**config.mk**
```make
export PLATFORM = sky130hd
export DESIGN_NAME = ccd_pixel_packer
export DESIGN_NICKNAME = d
export VERILOG_FILES = /design/src/rtl/ccd_pack_pkg.sv /design/src/rtl/ccd_pixel_packer_out_fifo2.sv /design/src/rtl/ccd_pixel_packer.sv
export SDC_FILE = /design/constraint.sdc
export NUM_CORES = 1
export LEC_CHECK = 0
export CORE_MARGIN = 3
export CORE_UTILIZATION = 61
export CTS_CLUSTER_SIZE = 12
export DETAILED_ROUTE_END_ITERATION = 10
export PLACE_DENSITY = 0.85
export SLEW_MARGIN = 10
export SYNTH_ARGS = -nofsm -noshare
export SYNTH_HDL_FRONTEND = slang
export SYNTH_SLANG_ARGS = --single-unit
```
**constraint.sdc**
```tcl
create_clock -name iCLK -period 6.23 [get_ports iCLK]
set_input_delay 0.623 -clock iCLK [delete_from_list [all_inputs] [get_ports iCLK]]
set_output_delay 0.623 -clock iCLK [all_outputs]
set_load 0.005 [all_outputs]
```
**src/rtl/ccd_pack_pkg.sv**
```systemverilog
// Shared types and helpers for the CCD pixel packer.
// State encoding, the pixels-per-word helper and the output buffer depth.
package ccd_pack_pkg;

  typedef enum logic [1:0] {
    IDLE   = 2'd0,
    ACTIVE = 2'd1,
    FLUSH  = 2'd2
  } state_e;

  // Depth of the output word buffer in front of the SDRAM write FIFO.
  localparam int OUT_DEPTH = 2;

  // Number of pixel slots in one packed word.
  function automatic int ppw(input int word_w, input int pix_bits);
    return word_w / pix_bits;
  endfunction

endpackage

```
**src/rtl/ccd_pixel_packer_out_fifo2.sv**
```systemverilog
// pack_out_fifo2: small output buffer between the packer and the SDRAM port.
// A push into a full buffer is accepted only if a pop frees an entry in the
// same cycle; otherwise the word is discarded and drop_o flags it.
module pack_out_fifo2
  import ccd_pack_pkg::*;
#(
  parameter int W = 32
) (
  input  logic         clk_i,
  input  logic         rst_ni,
  input  logic         push_i,
  input  logic [W-1:0] data_i,
  input  logic         pop_i,
  output logic [W-1:0] data_o,
  output logic         empty_o,
  output logic         drop_o
);

  // Pointers wrap naturally because OUT_DEPTH is a power of two.
  localparam int PW = (OUT_DEPTH > 1) ? $clog2(OUT_DEPTH) : 1;

  logic [W-1:0] mem_q [OUT_DEPTH];
  logic [PW-1:0] wr_q;
  logic [PW-1:0] rd_q;
  logic [PW:0]   cnt_q;
  logic          full;
  logic          pop;
  logic          push_ok;

  assign empty_o = (cnt_q == '0);
  assign full    = (cnt_q == (PW+1)'(OUT_DEPTH));
  assign pop     = pop_i & ~empty_o;
  assign push_ok = push_i & (~full | pop);
  assign drop_o  = push_i & ~push_ok;
  // Show zero when nothing is held so stale words never leak onto the bus.
  assign data_o  = empty_o ? '0 : mem_q[rd_q];

  // Storage, pointers and occupancy update on accepted push / pop.
  always_ff @(posedge clk_i or negedge rst_ni) begin
    if (!rst_ni) begin
      for (int i = 0; i < OUT_DEPTH; i++) mem_q[i] <= '0;
      wr_q  <= '0;
      rd_q  <= '0;
      cnt_q <= '0;
    end else begin
      if (push_ok) begin
        mem_q[wr_q] <= data_i;
        wr_q        <= wr_q + PW'(1);
      end
      if (pop) rd_q <= rd_q + PW'(1);
      if (push_ok && !pop)      cnt_q <= cnt_q + (PW+1)'(1);
      else if (pop && !push_ok) cnt_q <= cnt_q - (PW+1)'(1);
    end
  end

endmodule

```
**src/rtl/ccd_pixel_packer.sv**
```systemverilog
// ccd_pixel_packer: packs thresholded CCD pixels into words for the SDRAM
// write port, entirely on the pixel clock. Optional frame tags (oSOF/oEOF)
// are built when the macro PACKER_FRAME_TAG_EN is defined.
module ccd_pixel_packer
  import ccd_pack_pkg::*;
#(
  parameter int PIX_BITS = 1,
  parameter int WORD_W   = 32,
  parameter int WCNT_W   = 16
) (
  input  logic                iCLK,
  input  logic                iRST_N,
  input  logic                iEN,
  input  logic [PIX_BITS-1:0] iDATA,
  input  logic                iDVAL,
  input  logic                iFVAL,
  input  logic                iREADY,
  input  logic                iCLR_OVF,
  output logic [WORD_W-1:0]   oDATA,
  output logic                oVALID,
  output logic [WCNT_W-1:0]   oWORD_CNT,
  output logic [15:0]         oFRAME_CNT,
  output logic                oOVF,
  output logic                oBUSY
`ifdef PACKER_FRAME_TAG_EN
  ,
  output logic                oSOF,
  output logic                oEOF
`endif
);

  localparam int PPW   = ppw(WORD_W, PIX_BITS);
  localparam int IDX_W = (PPW > 1) ? $clog2(PPW) : 1;

  if (WORD_W % PIX_BITS != 0) begin : g_bad_width
    $error("ccd_pixel_packer: WORD_W must be a multiple of PIX_BITS");
  end

  state_e            state_q;
  logic              fval_q;
  logic [IDX_W-1:0]  idx_q;
  logic [WORD_W-1:0] acc_q;
  logic [WCNT_W-1:0] wcnt_q;
  logic [15:0]       fcnt_q;
  logic              ovf_q;

  logic              fval_rise;
  logic              fval_fall;
  logic              pix_ok;
  logic              word_done;
  logic              frame_start;
  logic              push;
  logic [WORD_W-1:0] acc_wr;
  logic [WORD_W-1:0] push_word;
  logic              empty;
  logic              drop;

  assign fval_rise   = iFVAL & ~fval_q;
  assign fval_fall   = ~iFVAL & fval_q;
  assign pix_ok      = (state_q == ACTIVE) & iDVAL & iFVAL;
  assign word_done   = pix_ok & (idx_q == IDX_W'(PPW - 1));
  // FLUSH behaves like IDLE for a new frame edge, so both may start a frame.
  assign frame_start = fval_rise & iEN & ((state_q == IDLE) | (state_q == FLUSH));
  // Words go straight into the buffer so they are visible one cycle later.
  assign push        = word_done | (state_q == FLUSH);
  assign push_word   = (state_q == FLUSH) ? acc_q : acc_wr;

  // Accumulator with the incoming pixel merged into the current slot.
  for (genvar gi = 0; gi < PPW; gi++) begin : g_slot
    assign acc_wr[gi*PIX_BITS +: PIX_BITS] =
      (idx_q == IDX_W'(gi)) ? iDATA : acc_q[gi*PIX_BITS +: PIX_BITS];
  end

  pack_out_fifo2 #(
    .W(WORD_W)
  ) u_out_fifo (
    .clk_i  (iCLK),
    .rst_ni (iRST_N),
    .push_i (push),
    .data_i (push_word),
    .pop_i  (iREADY),
    .data_o (oDATA),
    .empty_o(empty),
    .drop_o (drop)
  );

  // Frame FSM, slot accumulator, word/frame counters and sticky overflow.
  always_ff @(posedge iCLK or negedge iRST_N) begin
    if (!iRST_N) begin
      state_q <= IDLE;
      fval_q  <= 1'b0;
      idx_q   <= '0;
      acc_q   <= '0;
      wcnt_q  <= '0;
      fcnt_q  <= '0;
      ovf_q   <= 1'b0;
    end else begin
      fval_q <= iFVAL;
      // Dropped words still count: the counter reflects what the frame produced.
      if (push && (wcnt_q != '1)) wcnt_q <= wcnt_q + WCNT_W'(1);
      if (drop)          ovf_q <= 1'b1;
      else if (iCLR_OVF) ovf_q <= 1'b0;

      case (state_q)
        IDLE: begin
          if (frame_start) begin
            state_q <= ACTIVE;
            idx_q   <= '0;
            acc_q   <= '0;
            wcnt_q  <= '0;
            fcnt_q  <= fcnt_q + 16'd1;
          end
        end
        ACTIVE: begin
          if (pix_ok) begin
            if (word_done) begin
              acc_q <= '0;
              idx_q <= '0;
            end else begin
              acc_q <= acc_wr;
              idx_q <= idx_q + IDX_W'(1);
            end
          end
          if (fval_fall) state_q <= (idx_q != '0) ? FLUSH : IDLE;
        end
        FLUSH: begin
          acc_q <= '0;
          idx_q <= '0;
          if (frame_start) begin
            state_q <= ACTIVE;
            wcnt_q  <= '0;
            fcnt_q  <= fcnt_q + 16'd1;
          end else begin
            state_q <= IDLE;
          end
        end
        default: state_q <= IDLE;
      endcase
    end
  end

  assign oVALID     = ~empty;
  assign oWORD_CNT  = wcnt_q;
  assign oFRAME_CNT = fcnt_q;
  assign oOVF       = ovf_q;
  assign oBUSY      = (state_q != IDLE);

`ifdef PACKER_FRAME_TAG_EN
  logic sof_q;
  logic eof_q;

  // One-cycle frame markers: start of capture and after the frame's last push.
  always_ff @(posedge iCLK or negedge iRST_N) begin
    if (!iRST_N) begin
      sof_q <= 1'b0;
      eof_q <= 1'b0;
    end else begin
      sof_q <= frame_start;
      eof_q <= (state_q == FLUSH) |
               ((state_q == ACTIVE) & fval_fall & (idx_q == '0));
    end
  end

  assign oSOF = sof_q;
  assign oEOF = eof_q;
`endif

endmodule
```
==> results.toml <==
[synthesis]
synth.cell_area_um2 = 6880
synth_top_area_cell = "dfrtp_1"
yosysTopAreaCellShare_pct = 51.3
synth_nets = 753
synthTopCellsByArea = "dfrtp_1, mux2i_1, a21oi_1, nor2_1, o21ai_0"
synth_common_cells = "dfrtp_1, nor2_1, a21oi_1, o21ai_0, mux2i_1"
yosys.cell_count.top_type = "dfrtp_1"
syn-instance-count = 736
synth_ff_type = "dfrtp_1"
synthArstFlopShare_pct = 100
synth-edff-count = 0
synth_cell_types = 41
yosys_warnings = 0
ys_ff_latch = 141
avgSynthCellArea_um2 = 9.35
ys_seq_area_share_pct = 51.3

[power]
combPwrFrac_pct = 33.7
ir_drop_v = 0.000280
p_clk_share_pct = 28.2
p_sw_share_pct = 32.0
p_leak_uw = 0.00374
power_density_nw_per_um2 = 427
internal_power_uw = 2390
switchingPower_uw = 1120
seqPwrFrac_pct = 38.1

[worst_hold_path]
hp-class = "in2async"

[final_layout]
final_cell_count_no_fill = 935
area_growth_pct = 19.7
antenna_cells = 0
nets = 800
drive_above_1_share_pct = 6.16

[sta]
finalClockSkew_ns = 0.00628
finalCritPeriodShare_pct = 50.7
fmax_ghz = 0.316
finalHoldViolCount = 0
setup_violations = 0
worstMarginPinSlew_ns = 1.16
slew_violations = 0
period_needed_ns = 3.16
max_slew_margin_pct = 22.8
setup_tns_ns = 0
rsz0062_at_grt = "false"

[global_routing]
antenna_found_initial = 0
grt_usage_pct = 27.5
grt_pass1_wl_mm = 28.0
grt.overflow.total = 0
grt_pass1_vias = 5584
grt_max_degree = 72

[floorplanning]
core_um2 = 10900
fp.dieArea_um2 = 12600
io_pins = 75
die_h_um = 112
initial_core_util_pct = 62.9
chipWidth_um = 112
num_rows = 38

[critical_path]
cp.arrival_ns = 3.49
cpPeakStageDelay_ns = 0.54
start_kind = "register"
cp_common_cell = "ha_1"
worst-path-max-fanout = 64
end_kind = "register"
worstPathRequired_ns = 6.56
crit_type = "reg2reg"
worstPathCellList = "ha_1 > and3_1 > ha_1 > inv_1 > o21a_1 > nor3b_2 > buf_4 > nor2_1 > a21oi_1"
crit_path_top_delay_cell = "buf_4"

[flow_run]
drv_cap = 0

[detailed_routing]
routed_wl_mm = 16.8
first_pass_iters = 5
drc = 0
antenna_left = 0
drt_iter0_drc = 696
wire_per_inst_um = 18.0
vias = 5650
via_per_inst = 6.04

[clock_network]
cts.clk_slew.worst_paths_ns = 0.06
cts_inserted_buffers = 17
cts_hold_buf = 0
cts_tree = "done"
cts_root_buf = "clkbuf_16"
clk_latency_ns = 0.42
cts_resized = 0
cts_setup_buffers = 0
cts.path.max_buffers = 2
ctsHtreeMaxLevel = 4
clock-sinks = 141

[placement]
dp_cells = 904
io_buffers = 74
dp_hpwl_mm = 10.4
gp_congestion = 0.879

[outcome]
status = "complete, no violations"
## placed cells by master, fill, tap and decap left out, drive strengths merged, types with 3 or more instances in the layout
cell / n
ha: 9
xor2: 8
dfrtp: 141
a31oi: 5
or3: 3
o21ai: 69
and2: 8
and3: 6
nor3: 8
clkbuf: 20
nor2: 125
clkinv: 5
nand3: 20
nand4: 11
xnor2: 22
o21a: 4
nor3b: 3
nand2: 46
clkinvlp: 3
inv: 11
a21oi: 95
clkdlybuf4s50: 73
nor2b: 7
buf: 8
mux2i: 64
## per-stage QoR
stage / hold WS, ns / setup slack [ns] / instance area [µm²] / utilization, % / total power, µW
after global placement: 0.460 / 3.15 / 7660 / 70.0 / 2450
after global routing: 0.236 / 2.83 / 8240 / 75.3 / 3710
after detailed placement: 0.468 / 3.03 / 7660 / 70.0 / 2510
final: 0.198 / 3.07 / 8240 / 75.3 / 3520
after CTS: 0.218 / 3.11 / 8240 / 75.3 / 3520
after floorplan: 0.327 / 3.58 / 6880 / - / 1950
## cells by family after synthesis
family,after synthesis,synth area share [%]
and+or+nand+nor,247,16.4
AOI/OAI and AO/OA,180,13.6
DFF,141,51.3
muxes,66,9.63
buffers and inverters,63,3.60
xor gates and xnor gates,30,3.82
adders and majority gates,9,1.64
## flip-flops by register name, indices dropped and copies added, names as in the netlist
register and cells:
oOVF 1, state_q 2, u_out_fifo.rd_q 1, idx_q 5
oFRAME_CNT 16, acc_q 32, oWORD_CNT 16, u_out_fifo.cnt_q 2
u_out_fifo.wr_q 1, fval_q 1, u_out_fifo.mem_q 64
## worst max-delay path, delay by kind of cell (launching register included)
kind / cells / cell delay (ns)
AND/OR/NAND/NOR: 3 / 0.66
AO/OA/AOI/OAI: 2 / 0.63
adder cells (fa/ha/maj): 2 / 0.66
flip-flops: 1 / 0.46
buffers and inverters: 2 / 0.61
## power by group through the flow
| stage | registers (µW) | clock network, µW | logic [µW] |
|---|---|---|---|
| floorplan | 1300 | 0 | 655 |
| global placement | 1330 | 0 | 1120 |
| detailed placement | 1340 | 0 | 1160 |
| CTS | 1340 | 998 | 1190 |
| global route | 1370 | 1040 | 1300 |
| finish | 1340 | 993 | 1180 |
## layer usage
| metal | global-route usage, % | vias to the layer above | share of wire [%] |
|---|---|---|---|
| met1 | 37.4 | 2766 | 42 |
| met2 | 42.8 | 228 | 49 |
| li1 | - | 2624 | - |
| met4 | 8.97 | 0 | 1.7 |
| met5 | 0 | - | 0 |
| met3 | 7.98 | 32 | 7.2 |
## final timing paths
kind / startpoint / endpoint / slack [ns] / cells past startpoint
worst min-delay path: iRST_N / oFRAME_CNT[15] / 0.20 / 1
worst min register to register: oFRAME_CNT[15] / oFRAME_CNT[15] / 0.48 / 1
worst max register to register: idx_q[0] / u_out_fifo.mem_q[5] / 3.07 / 9
min in group iCLK: oFRAME_CNT[15] / oFRAME_CNT[15] / 0.48 / 1
worst max-delay path: idx_q[0] / u_out_fifo.mem_q[5] / 3.07 / 9
max in group asynchronous: iRST_N / oFRAME_CNT[12] / 4.70 / 2
## layout make-up
class                      count  area [µm²]
timing repair buffer          81         795
tap                          140         175
sequential                   141        3530
fill                         740        2700
inverter                      10        37.5
clock buffer                  20         467
multi-input combinational    532        3120
clock inverter                11         116
No activity file was read; power rests on OpenSTA's default activity.
